<file path="config.mk">
export PLATFORM = sky130hd
export DESIGN_NAME = task_result_collector_flat
export DESIGN_NICKNAME = d
export VERILOG_FILES = /design/src/rtl/task_result_collector_if.sv /design/src/rtl/task_result_collector.sv /design/src/flat_wrapper.sv
export SDC_FILE = /design/constraint.sdc
export NUM_CORES = 1
export LEC_CHECK = 0
export ABC_CLOCK_PERIOD_IN_PS = 7110
export BUFFER_PORTS_ARGS = -buffer_cell sky130_fd_sc_hd__clkbuf_2
export CAP_MARGIN = 20
export CORE_MARGIN = 3
export CORE_UTILIZATION = 40
export DETAILED_ROUTE_END_ITERATION = 12
export PLACE_DENSITY = 0.62
export SYNTH_ARGS = -nofsm -noshare
export SYNTH_HDL_FRONTEND = slang
export SYNTH_SLANG_ARGS = --single-unit
</file>
<file path="constraint.sdc">
create_clock -name clk -period 7.11 [get_ports clk]
set_clock_uncertainty 0.2 [all_clocks]
set_input_delay 1.0665 -clock clk [delete_from_list [all_inputs] [get_ports clk]]
set_output_delay 1.0665 -clock clk [all_outputs]
set_load 0.05 [all_outputs]
</file>
<file path="src/rtl/task_result_collector_if.sv">
// Handshake bundle between the task distributor, the compute workers and the
// in-order result collector.
//   issue_vld / issue_id     : distributor launched a task on worker issue_id
//   wrk_res_vld / wrk_res    : per-worker one-cycle result pulse and data
//                              (worker k on wrk_res[k*W +: W])
//   res_vld / res            : in-order result strobe and data
//   busy                     : at least one task outstanding
//   err                      : sticky protocol-violation flag
// master drives the issue/result inputs; slave is the collector.
interface task_result_collector_if #(
  parameter int N_WORKERS = 4,
  parameter int W         = 32
);
  localparam int IDW = ($clog2(N_WORKERS) < 1) ? 1 : $clog2(N_WORKERS);

  logic                   issue_vld;
  logic [IDW-1:0]         issue_id;
  logic [N_WORKERS-1:0]   wrk_res_vld;
  logic [N_WORKERS*W-1:0] wrk_res;
  logic                   res_vld;
  logic [W-1:0]           res;
  logic                   busy;
  logic                   err;

  modport master (
    output issue_vld, issue_id, wrk_res_vld, wrk_res,
    input  res_vld, res, busy, err
  );

  modport slave (
    input  issue_vld, issue_id, wrk_res_vld, wrk_res,
    output res_vld, res, busy, err
  );
endinterface

</file>
<file path="src/rtl/task_result_collector.sv">
// Reorders results from N_WORKERS out-of-order workers back into issue order.
// An issue-order FIFO of worker IDs tracks launch order; each worker owns one
// result slot plus a full flag. Whenever the FIFO head's slot is full, the
// result is emitted (registered) and the head is popped.
// Ports:
//   clk  : clock, rising edge
//   rst  : asynchronous active-low reset
//   bus  : task_result_collector_if.slave (issue, worker results, in-order
//          result stream, busy, sticky err)
module task_result_collector #(
  parameter int N_WORKERS = 4,
  parameter int W         = 32
) (
  input logic                    clk,
  input logic                    rst,
  task_result_collector_if.slave bus
);
  localparam int IDW = ($clog2(N_WORKERS) < 1) ? 1 : $clog2(N_WORKERS);
  localparam int PW  = $clog2(N_WORKERS) + 1;
  localparam logic [PW-1:0] DEPTH = PW'(N_WORKERS);
  localparam logic [PW-1:0] LAST  = PW'(N_WORKERS - 1);

  logic [IDW-1:0]       fifo [N_WORKERS];
  logic [W-1:0]         slot [N_WORKERS];
  logic [PW-1:0]        rd_ptr, wr_ptr, count, count_n;
  logic [N_WORKERS-1:0] outstanding, outstanding_n;
  logic [N_WORKERS-1:0] full, full_n, cap;
  logic [IDW-1:0]       head_id;
  logic                 pop, push, id_ok, id_busy, room, bad_res, err_evt;
  logic                 res_vld_q, busy_q, err_q;
  logic [W-1:0]         res_q;

  always_comb begin
    head_id = fifo[rd_ptr[IDW-1:0]];
    pop     = (count != '0) && full[head_id];
    id_ok   = int'(bus.issue_id) < N_WORKERS;
    // A worker whose outstanding bit is cleared by this cycle's pop is free
    // to be re-issued in the same cycle.
    id_busy = id_ok && outstanding[bus.issue_id] && !(pop && (head_id == bus.issue_id));
    room    = (count != DEPTH) || pop;
    push    = bus.issue_vld && id_ok && !id_busy && room;
    cap     = bus.wrk_res_vld & outstanding & ~full;
    bad_res = |(bus.wrk_res_vld & ~cap);
    err_evt = (bus.issue_vld && !push) || bad_res;

    outstanding_n = outstanding;
    full_n        = full | cap;
    if (pop) begin
      outstanding_n[head_id] = 1'b0;
      full_n[head_id]        = 1'b0;
    end
    if (push) outstanding_n[bus.issue_id] = 1'b1;

    count_n = count;
    if (push && !pop)      count_n = count + 1'b1;
    else if (!push && pop) count_n = count - 1'b1;
  end

  always_ff @(posedge clk or negedge rst) begin
    if (!rst) begin
      rd_ptr      <= '0;
      wr_ptr      <= '0;
      count       <= '0;
      outstanding <= '0;
      full        <= '0;
      res_vld_q   <= 1'b0;
      res_q       <= '0;
      busy_q      <= 1'b0;
      err_q       <= 1'b0;
    end else begin
      if (pop)  rd_ptr <= (rd_ptr == LAST) ? '0 : rd_ptr + 1'b1;
      if (push) wr_ptr <= (wr_ptr == LAST) ? '0 : wr_ptr + 1'b1;
      count       <= count_n;
      outstanding <= outstanding_n;
      full        <= full_n;
      res_vld_q   <= pop;
      if (pop) res_q <= slot[head_id];
      busy_q      <= (count_n != '0);
      err_q       <= err_q | err_evt;
    end
  end

  // Storage arrays carry no reset: validity lives in count/full flags.
  always_ff @(posedge clk) begin
    if (push) fifo[wr_ptr[IDW-1:0]] <= bus.issue_id;
    for (int unsigned k = 0; k < N_WORKERS; k++) begin
      if (cap[k]) slot[k] <= bus.wrk_res[k*W +: W];
    end
  end

  assign bus.res_vld = res_vld_q;
  assign bus.res     = res_q;
  assign bus.busy    = busy_q;
  assign bus.err     = err_q;
endmodule

</file>
<file path="src/flat_wrapper.sv">
// flat-port wrapper written by rule: the top's interface ports become plain ports
module task_result_collector_flat 
#(
  parameter int N_WORKERS = 4,
  parameter int W         = 32
)
  (clk, rst, bus_issue_vld, bus_issue_id, bus_wrk_res_vld, bus_wrk_res, bus_res_vld, bus_res, bus_busy, bus_err);
  task_result_collector_if #(.N_WORKERS(N_WORKERS), .W(W)) bus_i ();
  input logic clk;
  input logic rst;
  input wire logic [$bits(bus_i.issue_vld)-1:0] bus_issue_vld;
  input wire logic [$bits(bus_i.issue_id)-1:0] bus_issue_id;
  input wire logic [$bits(bus_i.wrk_res_vld)-1:0] bus_wrk_res_vld;
  input wire logic [$bits(bus_i.wrk_res)-1:0] bus_wrk_res;
  output wire logic [$bits(bus_i.res_vld)-1:0] bus_res_vld;
  output wire logic [$bits(bus_i.res)-1:0] bus_res;
  output wire logic [$bits(bus_i.busy)-1:0] bus_busy;
  output wire logic [$bits(bus_i.err)-1:0] bus_err;
  assign bus_i.issue_vld = bus_issue_vld;
  assign bus_i.issue_id = bus_issue_id;
  assign bus_i.wrk_res_vld = bus_wrk_res_vld;
  assign bus_i.wrk_res = bus_wrk_res;
  assign bus_res_vld = bus_i.res_vld;
  assign bus_res = bus_i.res;
  assign bus_busy = bus_i.busy;
  assign bus_err = bus_i.err;
  task_result_collector #(.N_WORKERS(N_WORKERS), .W(W)) u_core (.clk(clk), .rst(rst), .bus(bus_i));
endmodule
</file>
==> results.py <==
metrics = {
    "detailed_routing": {
        "drcViolationCount": 0,
        "postRouteAntennaNets": 0,
        "drt_iter0_markers": 237,
        "routed_wl_um": 16200,
        "routed-via-count": 4297,
        "drt-pass1-iter-count": 4,
        "wl_per_cell_um": 18.7,
        "via_per_inst": 4.94,
    },
    "synthesis": {
        "ys.warnings.count": 0,
        "synth_cell_type_count": 43,
        "ys_ff_latch": 188,
        "synth_top_area_share": 0.554,
        "async_flop_share": 0.277,
        "syn_inst": 446,
        "synth_area_leaders": "edfxtp_1 (55%), dfrtp_1 (18%), mux4_2 (11%), nand2_1 (5.6%), ha_1 (1.4%)",
        "synth_area_per_cell_sq_um": 16.5,
        "synth_top_area_cell": "edfxtp_1",
        "ys.flop_type": "edfxtp_1",
        "seq_area_frac_synth": 0.731,
        "synth_nets": 591,
        "syn-cell-area_sq_um": 7370,
        "synth_edf_count": 136,
    },
    "worst_setup_path": {
        "cp_common_cell": "o21ai_0",
        "worstSetupPathDepth": 7,
        "crit_slowest_cell": "mux4_2",
        "r2r_slack_ns": 3.33,
        "cp_num_buf_inv": 1,
        "critical_path.reg2reg.endpoint": "u_core.rd_ptr[0]",
        "critPathArrivalTime_ns": 3.87,
        "crit_path_end_kind": "flop",
        "start_kind": "flop",
        "cpPeakStageDelay_ns": 1.10,
        "crit_chain": "mux4_2 > a21oi_4 > and2_4 > nor2_4 > inv_2 > o21ai_0 > o21ai_0",
        "required_ns": 7.20,
        "path_class": "flop to flop",
        "rr_startpoint": "u_core.rd_ptr[0]",
        "cp_top_family": "multiplexers",
        "r2r_cells": 7,
        "critPathMaxFanout": 37,
    },
    "finish": {
        "final_cell_mix": "clkbuf_2 (171), edfxtp_1 (136), nand2_1 (110), dfrtp_1 (52), mux4_2 (35)",
        "drive_gt1_frac": 0.397,
        "antenna_cells": 0,
        "nNetsFinal": 772,
        "n_fill_cell": 1561,
        "multiInputGateArea_sq_um": 1870,
        "design_area_sq_um": 9130,
        "area_growth_pct": 23.9,
        "final_common_cell": "clkbuf_2",
        "area.sequential_sq_um": 5390,
    },
    "min_path": {
        "hold_start": "u_core.bus.res[15]",
        "hold_depth": 2,
        "worstHoldPathType": "flop to flop",
        "holdPathEnd": "u_core.bus.res[15]",
    },
    "global_routing": {
        "grt.overflow.total": 0,
        "grt_pass1_wl_um": 25600,
        "grt_pass1_vias": 4740,
        "use_met2": 0.291,
        "track_usage": 0.168,
        "use_met3": 0.0536,
        "grt_start_max_net_pins": 53,
        "met1_usage": 0.202,
        "antenna_found_initial": 0,
        "busiest_layer": "met2",
    },
    "timing": {
        "period_minus_slack_ns": 3.78,
        "final_max_slew_viol_count": 0,
        "finalHoldViolations": 0,
        "grt_setup_unrepaired": "no",
        "fin_ws_ns": 3.33,
        "setup-violations-final": 0,
        "slew_headroom": 0.324,
        "tns_ns": 0,
        "period_share": 0.532,
        "worst_pin_slew_ns": 1.01,
        "max_freq_mhz": 264,
    },
    "floorplanning": {
        "die_area_sq_um": 20100,
        "die_height_um": 142,
        "die_w_um": 142,
        "io_pins": 172,
        "start_util": 0.409,
        "core_area_sq_um": 18000,
        "num_rows": 49,
    },
    "run_status": {
        "outcome": "finished clean",
    },
    "placed_design": {
        "pre_cts_slack_ns": 3.21,
        "port_buffers": 171,
        "place_hpwl_um": 11200,
        "post_dp_cell_area_sq_um": 8520,
        "gp_congestion": 0.841,
    },
    "pwr": {
        "seqPwrFrac": 0.378,
        "peakVddDrop_mv": 0.232,
        "netSwitchingPower_w": 0.00169,
        "p_sw_frac": 0.395,
        "power_leakage_nw": 3.74,
        "power_density_nw_per_um2": 467,
        "intPower_w": 0.00258,
        "clkPwrFrac": 0.213,
        "comb_power_share": 0.409,
    },
    "clocking": {
        "clockBufferDepth": 2,
        "post-cts-setup-buffers": 0,
        "cts_tree": "yes",
        "clk_pin_slew_worst_paths_ns": 0.07,
        "cts.repair.resized": 0,
        "root_buffer": "clkbuf_16",
        "clock_latency_ns": 0.42,
        "cts_sinks": 188,
        "h-tree-depth": 4,
        "hold_buffers": 0,
        "numCtsBuffers": 17,
    },
    "run": {
        "cap_viol_max_count": 0,
    },
}
-- per-stage QoR --
stage               utilization  instances  total power, W  hold WS, ns
floorplan                     -        446         0.00295        0.275
detailed placement        0.473        835         0.00342        0.256
global placement          0.471        834         0.00336        0.253
CTS                       0.504        867         0.00432        0.271
global route              0.507        869         0.00455        0.287
finish                    0.507        869         0.00427        0.265
-- synthesized netlist by cell type, types with 2 or more instances --
master,count
edfxtp_1,136
nand2_1,110
dfrtp_1,52
mux4_2,35
inv_1,17
o21ai_0,9
ha_1,8
buf_2,7
mux2i_1,7
a21oi_1,6
clkbuf_1,6
and2_1,5
nor2_1,5
a32o_1,4
mux2_2,3
nand3_1,3
xnor2_1,3
a221o_1,2
a221oi_1,2
a22oi_1,2
o21ai_1,2
-- state kept, by name (all words and copies together) (netlist names) --
name and count:
u_core.bus.busy 1, u_core.bus.err 1, u_core.bus.res 32, u_core.bus.res_vld 1, u_core.count 3, u_core.fifo 8, u_core.full 4, u_core.outstanding 4
u_core.rd_ptr 3, u_core.slot 128, u_core.wr_ptr 3
-- cells by family (layout without fill, tap and decap cells) --
kind of cell | Yosys count | in the layout | share of synthesized area
adders and majority gates | 8 | 8 | 0.0136
muxes | 45 | 45 | 0.121
AOI/OAI and AO/OA | 37 | 37 | 0.0384
xor gates and xnor gates | 3 | 3 | 0.00357
DFF | 188 | 188 | 0.731
buffers and inverters | 34 | 228 | 0.0200
and+or+nand+nor | 131 | 131 | 0.0725
-- worst min-delay path: cells and delay by family (launching register included) --
kind	cells	cell delay (ns)
flops	1	0.34
simple gates	2	0.09
-- final cells by class --
type / count / area share
Timing Repair Buffer: 178 / 0.105
Clock buffer: 21 / 0.0493
Multi-Input combinational cell: 224 / 0.205
Clock inverter: 11 / 0.0125
Tap cell: 229 / 0.0314
Inverter: 18 / 0.00740
Sequential cell: 188 / 0.590
-- routing by layer --
layer	up-vias	part of all wire
met2	138	0.54
li1	2023	-
met4	0	0.018
met3	17	0.058
met5	-	0
met1	2119	0.39
-- how the worst max path moves through the flow --
stage                                   from          endpoint  slack [ns]
final                       u_core.rd_ptr[0]  u_core.rd_ptr[0]        3.33
after global routing        u_core.rd_ptr[0]  u_core.rd_ptr[1]        2.96
after CTS                   u_core.rd_ptr[0]  u_core.rd_ptr[0]        3.20
after detailed placement    u_core.rd_ptr[0]  u_core.rd_ptr[1]        3.21
after global placement      u_core.rd_ptr[0]  u_core.rd_ptr[0]        3.29
after floorplan           bus_wrk_res_vld[0]    u_core.bus.err        2.79
-- power groups by stage --
stage | registers (W) | clock network, W | logic [W]
3_3_place_gp | 0.00163 | 0 | 0.00173
2_1_floorplan | 0.00192 | 0 | 0.00102
4_1_cts | 0.00162 | 0.000925 | 0.00178
6_report | 0.00161 | 0.000908 | 0.00175
5_1_grt | 0.00165 | 0.000972 | 0.00193
3_5_place_dp | 0.00164 | 0 | 0.00178
Power figures use the tool's default switching activity.
